==> config.mk <==
export PLATFORM = sky130hd
export DESIGN_NAME = dh_decrypt
export DESIGN_NICKNAME = d
export VERILOG_FILES = /design/src/rtl/dh_decrypt_pkg.sv /design/src/rtl/dh_decrypt_mod_mul.sv /design/src/rtl/dh_decrypt.sv
export SDC_FILE = /design/constraint.sdc
export NUM_CORES = 2
export LEC_CHECK = 0
export CAP_MARGIN = 10
export CORE_MARGIN = 2
export CORE_UTILIZATION = 55
export DETAILED_ROUTE_END_ITERATION = 16
export GPL_TIMING_DRIVEN = 0
export HOLD_SLACK_MARGIN = 0.08
export PLACE_DENSITY = 0.76
export SLEW_MARGIN = 0
export SYNTH_ARGS = -nofsm -noshare
export SYNTH_HDL_FRONTEND = slang
export SYNTH_SLANG_ARGS = --single-unit
export TNS_END_PERCENT = 50
==> constraint.sdc <==
create_clock -name CLK -period 13.9 [get_ports CLK]
set_input_delay 3.475 -clock CLK [delete_from_list [all_inputs] [get_ports CLK]]
set_output_delay 3.475 -clock CLK [all_outputs]
set_load 0.005 [all_outputs]
==> src/rtl/dh_decrypt_pkg.sv <==
// Shared constants and FSM encoding for the DH/ElGamal decryption block.
package dh_decrypt_pkg;

   localparam int W_DEF = 32;

   function automatic int lat_of(input int w);
      return 4*w*w + w + 2;
   endfunction

   localparam int LAT = lat_of(W_DEF);

   typedef enum logic [2:0] {
      S_IDLE,
      S_EXPK,
      S_EXPI,
      S_MUL,
      S_FIN
   } state_t;

endpackage

==> src/rtl/dh_decrypt_mod_mul.sv <==
// Interleaved shift-add modular multiplier, one bit of a per cycle, MSB first.
module mod_mul
   import dh_decrypt_pkg::*;
#(
   parameter int W = W_DEF
) (
   input  logic         CLK,
   input  logic         RST,
   input  logic         start,
   input  logic [W-1:0] a,
   input  logic [W-1:0] b,
   input  logic [W-1:0] p,
   output logic [W-1:0] r,
   output logic         done
);
   localparam int CW = $clog2(W+1);

   logic [W+1:0]  r_acc;
   logic [W-1:0]  r_a;
   logic [W-1:0]  r_b;
   logic [W-1:0]  r_p;
   logic [CW-1:0] r_cnt;
   logic          r_busy;
   logic          r_done;

   // With acc < p and b < p, 2*acc + b < 3p, so two conditional subtracts suffice.
   function automatic logic [W+1:0] step(input logic [W+1:0] acc, input logic bit_i,
                                         input logic [W-1:0] bv, input logic [W-1:0] pv);
      logic [W+1:0] t;
      logic [W+1:0] pp;
      pp = {2'b00, pv};
      t  = (acc << 1) + (bit_i ? {2'b00, bv} : '0);
      if (t >= pp) t = t - pp;
      if (t >= pp) t = t - pp;
      return t;
   endfunction

   // The start cycle already consumes bit W-1, so the result lands exactly W cycles later.
   always_ff @(posedge CLK or posedge RST) begin
      if (RST) begin
         r_acc  <= '0;
         r_a    <= '0;
         r_b    <= '0;
         r_p    <= '0;
         r_cnt  <= '0;
         r_busy <= 1'b0;
         r_done <= 1'b0;
      end else begin
         r_done <= 1'b0;
         if (start) begin
            r_acc  <= step('0, a[W-1], b, p);
            r_a    <= a << 1;
            r_b    <= b;
            r_p    <= p;
            r_cnt  <= CW'(W-1);
            r_busy <= 1'b1;
         end else if (r_busy) begin
            r_acc <= step(r_acc, r_a[W-1], r_b, r_p);
            r_a   <= r_a << 1;
            r_cnt <= r_cnt - CW'(1);
            if (r_cnt == CW'(1)) begin
               r_busy <= 1'b0;
               r_done <= 1'b1;
            end
         end
      end
   end

   assign r    = r_acc[W-1:0];
   assign done = r_done;

endmodule

==> src/rtl/dh_decrypt.sv <==
// ElGamal receive path: K = C1^X mod P, Kinv = K^(P-2) mod P, M = C2*Kinv mod P.
// One modular multiplier is time-shared by both exponentiations and the final product.
module dh_decrypt
   import dh_decrypt_pkg::*;
#(
   parameter int W = W_DEF
) (
   input  logic         CLK,
   input  logic         RST,
   input  logic         ST,
   input  logic [W-1:0] P,
   input  logic [W-1:0] X,
   input  logic [W-1:0] C1,
   input  logic [W-1:0] C2,
   output logic [W-1:0] K,
   output logic [W-1:0] M,
   output logic         BUSY,
   output logic         DONE,
   output logic         ERR
);
   localparam int BW = $clog2(W);

   state_t        r_state, w_nx;
   logic [W-1:0]  r_p, r_c2, r_base, r_exp, r_acc, r_k, r_m;
   logic [BW-1:0] r_bit;
   logic          r_phase, r_kick, r_err;
   logic [W-1:0]  w_acc_nx, w_a, w_b, w_mres;
   logic          w_start, w_mdone, w_last, w_step, w_bad;

   assign w_bad = (P < W'(3)) || !P[0] || (C1 == '0) || (C1 >= P) || (C2 >= P);

   mod_mul #(.W(W)) u_mul (
      .CLK   (CLK),
      .RST   (RST),
      .start (w_start),
      .a     (w_a),
      .b     (w_b),
      .p     (r_p),
      .r     (w_mres),
      .done  (w_mdone)
   );

   always_ff @(posedge CLK or posedge RST) begin
      if (RST) r_state <= S_IDLE;
      else     r_state <= w_nx;
   end

   // Next multiply is launched in the same cycle the previous one completes, so no gaps.
   always_comb begin
      w_acc_nx = r_acc;
      if (w_mdone && (!r_phase || r_exp[r_bit])) w_acc_nx = w_mres;
      w_last  = w_mdone && r_phase && (r_bit == '0);
      w_step  = w_mdone && !w_last && ((r_state == S_EXPK) || (r_state == S_EXPI));
      w_a     = w_acc_nx;
      w_b     = (w_mdone ? !r_phase : r_phase) ? r_base : w_acc_nx;
      w_start = 1'b0;
      w_nx    = r_state;
      BUSY    = (r_state == S_EXPK) || (r_state == S_EXPI) || (r_state == S_MUL);
      DONE    = (r_state == S_FIN);
      unique case (r_state)
         S_IDLE: if (ST) w_nx = w_bad ? S_FIN : S_EXPK;
         S_EXPK: begin
            w_start = r_kick || (w_mdone && !w_last);
            if (w_last) begin
               if (w_acc_nx == '0) begin
                  w_nx = S_FIN;
               end else begin
                  w_nx    = S_EXPI;
                  w_start = 1'b1;
                  w_a     = W'(1);
                  w_b     = W'(1);
               end
            end
         end
         S_EXPI: begin
            w_start = w_mdone;
            if (w_last) begin
               w_nx = S_MUL;
               w_a  = r_c2;
               w_b  = w_acc_nx;
            end
         end
         S_MUL:   if (w_mdone) w_nx = S_FIN;
         S_FIN:   w_nx = S_IDLE;
         default: w_nx = S_IDLE;
      endcase
   end

   always_ff @(posedge CLK or posedge RST) begin
      if (RST) begin
         r_p     <= '0;
         r_c2    <= '0;
         r_base  <= '0;
         r_exp   <= '0;
         r_acc   <= '0;
         r_k     <= '0;
         r_m     <= '0;
         r_bit   <= '0;
         r_phase <= 1'b0;
         r_kick  <= 1'b0;
         r_err   <= 1'b0;
      end else begin
         r_kick <= 1'b0;
         if ((r_state == S_IDLE) && ST) begin
            r_p     <= P;
            r_c2    <= C2;
            r_base  <= C1;
            r_exp   <= X;
            r_acc   <= W'(1);
            r_bit   <= BW'(W-1);
            r_phase <= 1'b0;
            r_k     <= '0;
            r_m     <= '0;
            r_err   <= w_bad;
            r_kick  <= !w_bad;
         end
         if (w_step) begin
            r_acc   <= w_acc_nx;
            r_phase <= !r_phase;
            if (r_phase) r_bit <= r_bit - BW'(1);
         end
         // K becomes the base of the Fermat inversion; exponent switches to P-2.
         if ((r_state == S_EXPK) && w_last) begin
            r_k     <= w_acc_nx;
            r_base  <= w_acc_nx;
            r_acc   <= W'(1);
            r_exp   <= r_p - W'(2);
            r_bit   <= BW'(W-1);
            r_phase <= 1'b0;
            if (w_acc_nx == '0) r_err <= 1'b1;
         end
         if ((r_state == S_MUL) && w_mdone) r_m <= w_mres;
      end
   end

   assign K   = r_k;
   assign M   = r_m;
   assign ERR = r_err;

endmodule

==> flow_summary.toml <==
[die]
core_um2 = 51200
dieArea_um2 = 53600
die_y_um = 231
die_width_um = 231
row_count = 83
floorplan.initialDensity = 0.556
pin_count = 198

[sta]
hold_viol = 0
maxSlewViolCount = 0
worst_slew_pin_slew_ns = 1.26
post-route-period-util = 0.843
setup_viol = 0
fmax_mhz = 85.3
rsz0062_at_grt = "no"
hold_slack_ns = 0.495
finalClockSkew_ns = 0.0486
min_period_ns = 11.72
slew_headroom = 0.159

[synth]
mappedNetlistArea_um2 = 28400
synth_flop_cell = "dfrtp_1"
yosys-top-cells-area = "dfrtp_1, ha_1, nand2_1"
post-synth-top-count-cell = "nand2_1"
ys_ff_latch = 371
yosys.area.top_type = "dfrtp_1"
yosysUniqueCellTypes = 98
synth_edf_count = 0
async_flop_share = 1.00
syn_nets = 3777
syn_inst = 3413
synth_top_area_frac = 0.326
seq_area_frac_synth = 0.326
yosys-top-cells-count = "nand2_1, dfrtp_1, o21ai_0"
synth.avg_cell_area_um2 = 8.33
yosysWarnings = 0

[cells_and_area]
multi_input_area_um2 = 17900
stdcell_count = 4371
drive_above_1_share = 0.0548
fin_nets = 4021
fillers = 4461
finalInstanceArea_um2 = 32900
area_growth_pct = 15.5
seq_area_um2 = 9280

[placed_design]
port_buffers = 197
gp_routability_congestion = 1.05
post-dp-hpwl_um = 95600
dp.cells = 4294
dpl_cell_area_um2 = 31400

[clock_network]
cts.sinks = 371
cts.path.max_buffers = 3
path_clk_slew_ns = 0.06
cts-hold-fix-buffers = 0
cts_htree_levels = 2
ctsResizeCount = 0
cts_buffers = 41
cts_tree = "yes"
cts-root-buf = "clkbuf_16"
post_cts_buffers = 0
clk_latency_ns = 0.60

[power]
cellPowerDensity_nw_per_um2 = 72.9
finalPower_mw = 2.40
power_leakage_nw = 15.6
irDropWorstVdd_mv = 0.0870

[setup_path]
critPathMaxFanout = 10
critPathSlowestCell = "a22oi_1"
crit_path_max_incr_delay_ns = 0.94
worstPathArrival_ns = 12.08
cp.required_ns = 14.26
worstSetupPathType = "flop to flop"
setup.worst_path.end_class = "flop"
startpoint_type = "flop"

[routing]
drtIter0Drc = 3447
drc = 0
vias_per_cell = 6.58
post_drt_wl_per_cell_um = 27.0
dr.pass1.iters = 6
dr_total_vias = 28800
ant_nets = 0
wl_um = 118000

[global_route]
grt.overflow.total = 0
grt_max_degree = 122
grt_pass1_vias = 26600
antenna_found_initial = 5
grt_pass1_wl_um = 171000
track_usage = 0.435

[flow_run]
maxCapViolCount = 0

[run_status]
status = "completed"

[min_path]
hp-class = "flop to flop"
==> per-layer routing <==
metal,vias up,part of all wire,global-route usage
met2,1807,0.43,0.654
li1,12900,-,-
met3,406,0.10,0.0876
met5,-,0.00024,0
met4,4,0.074,0.269
met1,13600,0.40,0.576
==> area by class of cell <==
class,instances,area share
tap,680,0.0259
timing repair buffer,201,0.0628
clock buffer,52,0.0352
antenna,2,0.000152
clock inverter,23,0.00979
sequential,371,0.283
inverter,149,0.0172
multi-input combinational,2721,0.544
buffer,172,0.0224
==> power breakdown <==
group | internal [mW] | switching [mW] | total (mW)
logic | 0.0551 | 0.0690 | 0.124
registers | 1.08 | 0 | 1.08
clock network | 0.707 | 0.485 | 1.19
total | 1.84 | 0.554 | 2.40
==> worst paths after layout <==
kind / endpoint / slack (ns) / cells past startpoint / start
setup / recovery: u_mul.r_acc[31]$_DFFE_PP0P_ / 2.18 / 35 / r_bit[1]$_DFF_PP0_
hold / removal: r_exp[0]$_DFFE_PP0P_ / 0.50 / 2 / r_exp[0]$_DFFE_PP0P_
setup reg to reg: u_mul.r_acc[31]$_DFFE_PP0P_ / 2.18 / 35 / r_bit[1]$_DFF_PP0_
hold reg to reg: r_exp[0]$_DFFE_PP0P_ / 0.50 / 2 / r_exp[0]$_DFFE_PP0P_
max in group asynchronous: M[23]$_DFFE_PP0P_ / 9.09 / 4 / RST
min in group asynchronous: r_p[22]$_DFFE_PP0P_ / 3.29 / 2 / RST
==> stage by stage <==
step | setup slack, ns | util | setup TNS (ns)
floorplan | 0.123 | - | 0
CTS | 2.53 | 0.642 | 0
global route | 1.76 | 0.642 | 0
finish | 2.18 | 0.642 | 0
detailed placement | 2.54 | 0.613 | 0
global placement | -4.41 | 0.611 | -1612.30
==> critical path, delay by kind of cell (launching register included) <==
family | cells | cell delay, ns
fa+ha+maj | 2 | 0.71
compound gates | 17 | 6.20
mux | 2 | 0.76
flops | 1 | 0.36
simple gates | 8 | 1.63
buf+inv | 6 | 1.81
==> state kept, by name (all words and copies together), names as in the netlist, 3 cells and up <==
signal,flops
K,32
r_bit,5
M,32
r_exp,32
u_mul.r_cnt,6
u_mul.r_acc,33
r_state,3
u_mul.r_p,32
r_base,32
r_p,32
r_acc,32
r_c2,32
u_mul.r_b,32
u_mul.r_a,31
==> cells in the final DEF, fill, tap and decap left out, drive strengths merged, types with 13 or more instances in the layout <==
cell / n
and3: 26
nor4: 50
a211o: 13
xnor2: 104
dfrtp: 371
a221oi: 33
o21a: 28
o21bai: 18
nor3: 57
nand4: 40
a21oi: 239
a22oi: 39
mux2: 24
inv: 149
o211ai: 20
nor2b: 23
a21boi: 14
and2: 45
nand2b: 27
buf: 54
a21o: 112
nor2: 233
clkbuf: 174
ha: 228
nand3: 93
nand2: 518
o22ai: 23
or2: 17
a31oi: 64
or3: 18
o21ai: 261
clkdlybuf4s50: 197
a211oi: 42
a22o: 54
mux2i: 79
xor2: 44
==> logic make-up (layout without fill, tap and decap cells) <==
family	count (synthesis)	in the layout	share of synthesized area
AO/OA/AOI/OAI	1052	1052	0.245
XOR/XNOR	148	148	0.0456
adder cells (fa/ha/maj)	233	233	0.104
buffers and inverters	321	597	0.0455
flip-flops	371	371	0.326
multiplexers	112	112	0.0450
other	0	2	0
AND/OR/NAND/NOR	1176	1176	0.189
Note: power is estimated with default switching activity, not from simulation.
